$ cat src/rtl/spi_slave_if.sv
// SPI mode-0 slave endpoint in the PCLK domain: oversampled SCK/SS_n/MOSI,
// MSB-first shift registers, a single TX holding register and a one-cycle RX strobe.
module spi_slave_if #(
    parameter int                 DATA_W      = 8,
    parameter int                 SYNC_STAGES = 2,
    parameter logic [DATA_W-1:0]  IDLE_FILL   = 8'hFF
) (
    input  logic              i_PCLK,
    input  logic              i_PRESETn,
    input  logic              i_SCK,
    input  logic              i_SS_n,
    input  logic              i_MOSI,
    output logic              o_MISO,
    output logic              o_MISO_oe,
    input  logic [DATA_W-1:0] i_tx_data,
    input  logic              i_tx_wr,
    output logic              o_tx_empty,
    output logic [DATA_W-1:0] o_rx_data,
    output logic              o_rx_valid,
    output logic              o_busy,
    output logic              o_underrun,
    output logic              o_tx_ovr,
    input  logic              i_clr_flags
);

    localparam int CNT_W = (DATA_W > 1) ? $clog2(DATA_W) : 1;
    localparam logic [CNT_W-1:0] LAST_BIT = CNT_W'(DATA_W - 1);

    typedef enum logic {
        IDLE   = 1'b0,
        ACTIVE = 1'b1
    } state_t;

    state_t state, state_next;

    logic [SYNC_STAGES-1:0] sck_sync, ss_sync, mosi_sync;
    logic sck_s, ss_s, mosi_s;
    logic sck_q, ss_q;
    logic sck_rise, sck_fall, ss_fall, ss_rise;

    logic [CNT_W-1:0]  bit_cnt;
    logic              byte_done;
    logic [DATA_W-1:0] rx_shift;
    logic [DATA_W-1:0] tx_shift;
    logic [DATA_W-1:0] hold_data;
    logic              hold_full;

    logic              load, shift, capture, abort;
    logic [DATA_W-1:0] load_value;
    logic              underrun_set, ovr_set;
    logic [DATA_W-1:0] rx_next;

    // Equal-depth synchronizers keep SCK, SS_n and MOSI cycle-aligned; SS_n idles high.
    // NOTE: sequential state uses non-blocking assignments so every flop samples pre-edge values.
    always_ff @(posedge i_PCLK or negedge i_PRESETn) begin
        if (!i_PRESETn) begin
            sck_sync  <= '0;
            ss_sync   <= '1;
            mosi_sync <= '0;
            sck_q     <= 1'b0;
            ss_q      <= 1'b1;
        end else begin
            sck_sync  <= {sck_sync[SYNC_STAGES-2:0], i_SCK};
            ss_sync   <= {ss_sync[SYNC_STAGES-2:0], i_SS_n};
            mosi_sync <= {mosi_sync[SYNC_STAGES-2:0], i_MOSI};
            sck_q     <= sck_s;
            ss_q      <= ss_s;
        end
    end

    assign sck_s    = sck_sync[SYNC_STAGES-1];
    assign ss_s     = ss_sync[SYNC_STAGES-1];
    assign mosi_s   = mosi_sync[SYNC_STAGES-1];
    assign sck_rise =  sck_s & ~sck_q;
    assign sck_fall = ~sck_s &  sck_q;
    assign ss_fall  = ~ss_s  &  ss_q;
    assign ss_rise  =  ss_s  & ~ss_q;

    always_ff @(posedge i_PCLK or negedge i_PRESETn) begin
        if (!i_PRESETn) begin
            state <= IDLE;
        end else begin
            state <= state_next;
        end
    end

    // NOTE: every signal written here gets a default first, so no latch can be inferred.
    always_comb begin
        state_next = state;
        load       = 1'b0;
        shift      = 1'b0;
        capture    = 1'b0;
        abort      = 1'b0;
        case (state)
            IDLE: begin
                if (ss_fall) begin
                    state_next = ACTIVE;
                    load       = 1'b1;
                end
            end
            ACTIVE: begin
                if (ss_rise) begin
                    state_next = IDLE;
                    abort      = 1'b1;
                end else begin
                    capture = sck_rise;
                    if (sck_fall) begin
                        load  = byte_done;
                        shift = ~byte_done;
                    end
                end
            end
            default: state_next = IDLE;
        endcase
    end

    // A load drains the holding register, or falls back to the idle pattern when it is empty.
    always_comb begin
        load_value   = hold_full ? hold_data : IDLE_FILL;
        underrun_set = load & ~hold_full;
        ovr_set      = i_tx_wr & hold_full & ~load;
        rx_next      = {rx_shift[DATA_W-2:0], mosi_s};
    end

    always_ff @(posedge i_PCLK or negedge i_PRESETn) begin
        if (!i_PRESETn) begin
            bit_cnt    <= '0;
            byte_done  <= 1'b0;
            rx_shift   <= '0;
            o_rx_data  <= '0;
            o_rx_valid <= 1'b0;
        end else begin
            o_rx_valid <= 1'b0;
            if (abort) begin
                bit_cnt   <= '0;
                byte_done <= 1'b0;
                rx_shift  <= '0;
            end else begin
                if (load) begin
                    byte_done <= 1'b0;
                    if (state == IDLE) begin
                        bit_cnt <= '0;
                    end
                end
                if (capture) begin
                    rx_shift <= rx_next;
                    if (bit_cnt == LAST_BIT) begin
                        bit_cnt    <= '0;
                        byte_done  <= 1'b1;
                        o_rx_data  <= rx_next;
                        o_rx_valid <= 1'b1;
                    end else begin
                        bit_cnt <= bit_cnt + 1'b1;
                    end
                end
            end
        end
    end

    always_ff @(posedge i_PCLK or negedge i_PRESETn) begin
        if (!i_PRESETn) begin
            tx_shift <= '0;
            o_MISO   <= 1'b0;
        end else if (load) begin
            tx_shift <= load_value;
            o_MISO   <= load_value[DATA_W-1];
        end else if (shift) begin
            tx_shift <= {tx_shift[DATA_W-2:0], 1'b0};
            o_MISO   <= tx_shift[DATA_W-2];
        end
    end

    // A write in the same cycle as a load lands after the drain, so the new byte survives.
    always_ff @(posedge i_PCLK or negedge i_PRESETn) begin
        if (!i_PRESETn) begin
            hold_data  <= '0;
            hold_full  <= 1'b0;
            o_underrun <= 1'b0;
            o_tx_ovr   <= 1'b0;
        end else begin
            if (load) begin
                hold_full <= 1'b0;
            end
            if (i_tx_wr) begin
                hold_data <= i_tx_data;
                hold_full <= 1'b1;
            end
            o_underrun <= underrun_set | (o_underrun & ~i_clr_flags);
            o_tx_ovr   <= ovr_set      | (o_tx_ovr   & ~i_clr_flags);
        end
    end

    assign o_tx_empty = ~hold_full;
    assign o_busy     = (state == ACTIVE);
    assign o_MISO_oe  = (state == ACTIVE);

endmodule

$ cat config.mk
export PLATFORM = sky130hd
export DESIGN_NAME = spi_slave_if
export DESIGN_NICKNAME = d
export VERILOG_FILES = /design/src/rtl/spi_slave_if.sv
export SDC_FILE = /design/constraint.sdc
export NUM_CORES = 1
export LEC_CHECK = 0
export CAP_MARGIN = 30
export CORE_MARGIN = 4
export CORE_UTILIZATION = 54
export CTS_BUF_LIST = sky130_fd_sc_hd__clkbuf_4 sky130_fd_sc_hd__clkbuf_8
export DETAILED_ROUTE_END_ITERATION = 7
export PLACE_DENSITY = 0.85
export SLEW_MARGIN = 15
export SYNTH_ARGS = -nofsm -noshare
export SYNTH_HDL_FRONTEND = slang
export SYNTH_SLANG_ARGS = --single-unit
export TNS_END_PERCENT = 20
$ cat constraint.sdc
create_clock -name i_PCLK -period 2.1 [get_ports i_PCLK]
set_input_delay 0.63 -clock i_PCLK [delete_from_list [all_inputs] [get_ports i_PCLK]]
set_output_delay 0.63 -clock i_PCLK [all_outputs]
set_load 0.05 [all_outputs]
==> run summary <==
Post-route insts no fill = 226
Req. time, crit path = 1470 ps
Post-CTS Setup Inserts = 0
Wirelength per Cell = 16.7 um
Critical path arrival = 1230 ps
Fin nets = 194
Critical R2R Capture = tx_shift[0]$_DFFE_PN0P_
Yosys top cell area share = 0.555
Post-Syn Area = 2030 um^2
Vias in the first global route = 1369
RSZ-0062 raised after global routing = no
Post-CTS Resized = 0
Seq/Total Area, Yosys = 0.593
GR peak layer = met2
# clock sinks = 48
First-pass GRT wire length = 6640 um
Core ar. = 3660 um^2
Hold crit path type = in -> async
Slew Viols, Final = 0
Largest net degree at the start of global routing = 26
Clock transition at path regs = 80 ps
Leak Pwr = 1.11 nW
Initial antenna violation count = 0
Antenna violation net count after detailed routing = 0
Share of cells above drive strength 1 = 0.343
Outcome = completed
Largest area contributor in the netlist = dfrtp_1
Placed insts = 218
R2R setup slack = 380 ps
Filler Cells Inserted = 258
# rows = 22
Period utilisation layout = 0.888
Multi-input gate area = 737 um^2
Clock root cell = clkbuf_8
Clock Path Buffers = 2
Syn avg cell area = 14.0 um^2
Crit. End Element = output port
Reg2reg start = ss_sync[1]$_DFF_PN1_
FF+latch count, synth = 48
DRC viols = 0
Clock latency on the worst-skew pair = 300 ps
Num CTS Buffers = 5
Commonest non-fill, non-tap cell in the layout = dfrtp_1
Setup tns final = 0 ps
Max Cap Violations = 0
Crit path time final = 1860 ps
Final Hold Vio Count = 0
Hpwl dp = 2800 um
Reg area = 1200 um^2
Final WS setup = 236 ps
CTS tree = done
Die footprint = 4810 um^2
Worst R2R Path Depth = 4
Slew margin rel. = 0.550
Setup clock skew after layout = 6.02 ps
Area Overhead vs Synth = 21.9%
Initial Utilization = 0.555
Gr ovfl total = 0
Grt met2 use = 0.278
Most frequent cells in the layout = dfrtp_1, mux2_2, buf_4
Total global-route track usage = 0.174
Least-Margin Pin Slew = 670 ps
CP Class = reg -> out
M1 GR Usage = 0.224
Cts hold-fix bufs = 0
Vias/cell = 5.85
First-iteration detailed-routing DRC count = 67
PortBufs = 29
Die W = 69.3 um
Met3 usage in global routing = 0.0507
Dpl ws = 210 ps
Yosys cell types = 37
I/O pins = 30
Via count = 1322
Crit path max fanout = 9
H-tree depth = 2
DIE HEIGHT = 69.3 um
Synth warnings = 0
# diodes = 0
Drt first pass iters = 4
Syn_nets = 162
Worst vdd ir = 594 uV
Syn Inst Count = 145
Max frequency = 536 MHz
Synth top area cells = dfrtp_1, mux2_2, dfstp_2
Worst setup SP type = register
Final Setup Violations = 0
Power Dens Cells = 835 nW/um^2
Final GP Congestion = 0.810
Post-Route WL = 3780 um
## logic make-up (layout without fill, tap and decap cells)
logic type / count (synthesis) / count (layout) / share of synthesized area
mux: 16 / 16 / 0.0887
fa+ha+maj: 2 / 2 / 0.0123
flops: 48 / 48 / 0.593
compound gates: 42 / 42 / 0.185
buf+inv: 16 / 49 / 0.0437
simple gates: 21 / 21 / 0.0770
## synthesized netlist by cell type, drive strengths merged
master and number:
a31o 1, or3b 1, buf 7, inv 6
and2 1, o21ai 2, nor3b 1, nor2b 1
ha 2, nor2 2, clkbuf 2, or2 7
and3 1, dfrtp 45, a22o 5, a311o 1
and2b 2, nand4 3, nand2 1, dfstp 3
o31ai 1, clkinv 1, nand2b 1, a31oi 1
a32o 4, a21oi 2, a41oi 8, o2bb2ai 9
mux2 16, a21o 1, a211oi 7
## critical path: stages, from the launching register on
cell	delay (ps)
dfrtp_1	410
clkinv_1	280
buf_12	250
## worst max-delay path by stage
| stage | start | end | slack (ps) |
|---|---|---|---|
| detailed placement | i_tx_wr | hold_data[2]$_DFFE_PN0P_ | 210 |
| floorplan | o_MISO_oe$_DFF_PN0_ | o_tx_ovr$_DFF_PN0_ | 450 |
| global placement | i_tx_wr | hold_data[1]$_DFFE_PN0P_ | 280 |
| CTS | hold_full$_DFFE_PN0P_ | o_tx_empty | 230 |
| finish | hold_full$_DFFE_PN0P_ | o_tx_empty | 240 |
| global route | hold_full$_DFFE_PN0P_ | o_tx_empty | 150 |
## layout make-up
class,instances,share of cell area
sequential,48,0.487
multi-input combinational,81,0.298
timing repair buffer,34,0.135
clock buffer,5,0.0278
tap,48,0.0243
clock inverter,3,0.0172
inverter,7,0.0106
## per-stage QoR
stage	util	instance area, um^2	power (mW)	hold WS [ps]
floorplan	-	2030	1.30	331
global placement	0.646	2360	1.40	334
detailed placement	0.646	2360	1.43	344
CTS	0.676	2470	2.08	308
global route	0.676	2470	2.16	340
finish	0.676	2470	2.07	297
## registers in the layout, summed over array words and instances (netlist names)
signal,cells
o_rx_data,8
o_MISO,1
sck_sync,2
o_underrun,1
mosi_sync,2
rx_shift,7
bit_cnt,3
hold_data,8
byte_done,1
hold_full,1
tx_shift,7
ss_sync,2
o_rx_valid,1
ss_q,1
o_MISO_oe,1
o_tx_ovr,1
sck_q,1
## power by group
part           switching, mW  leakage, nW  internal, mW  total [mW]
combinational          0.178        0.451         0.166       0.344
sequential            0.0573        0.603          1.01        1.07
clock                  0.300       0.0541         0.352       0.652
total                  0.535         1.11          1.53        2.07
## metal layers
metal,up-vias,part of all wire
met5,-,0
met4,0,0.017
met3,10,0.045
met2,30,0.51
met1,672,0.43
li1,610,-
Note: power is estimated with default switching activity, not from simulation.
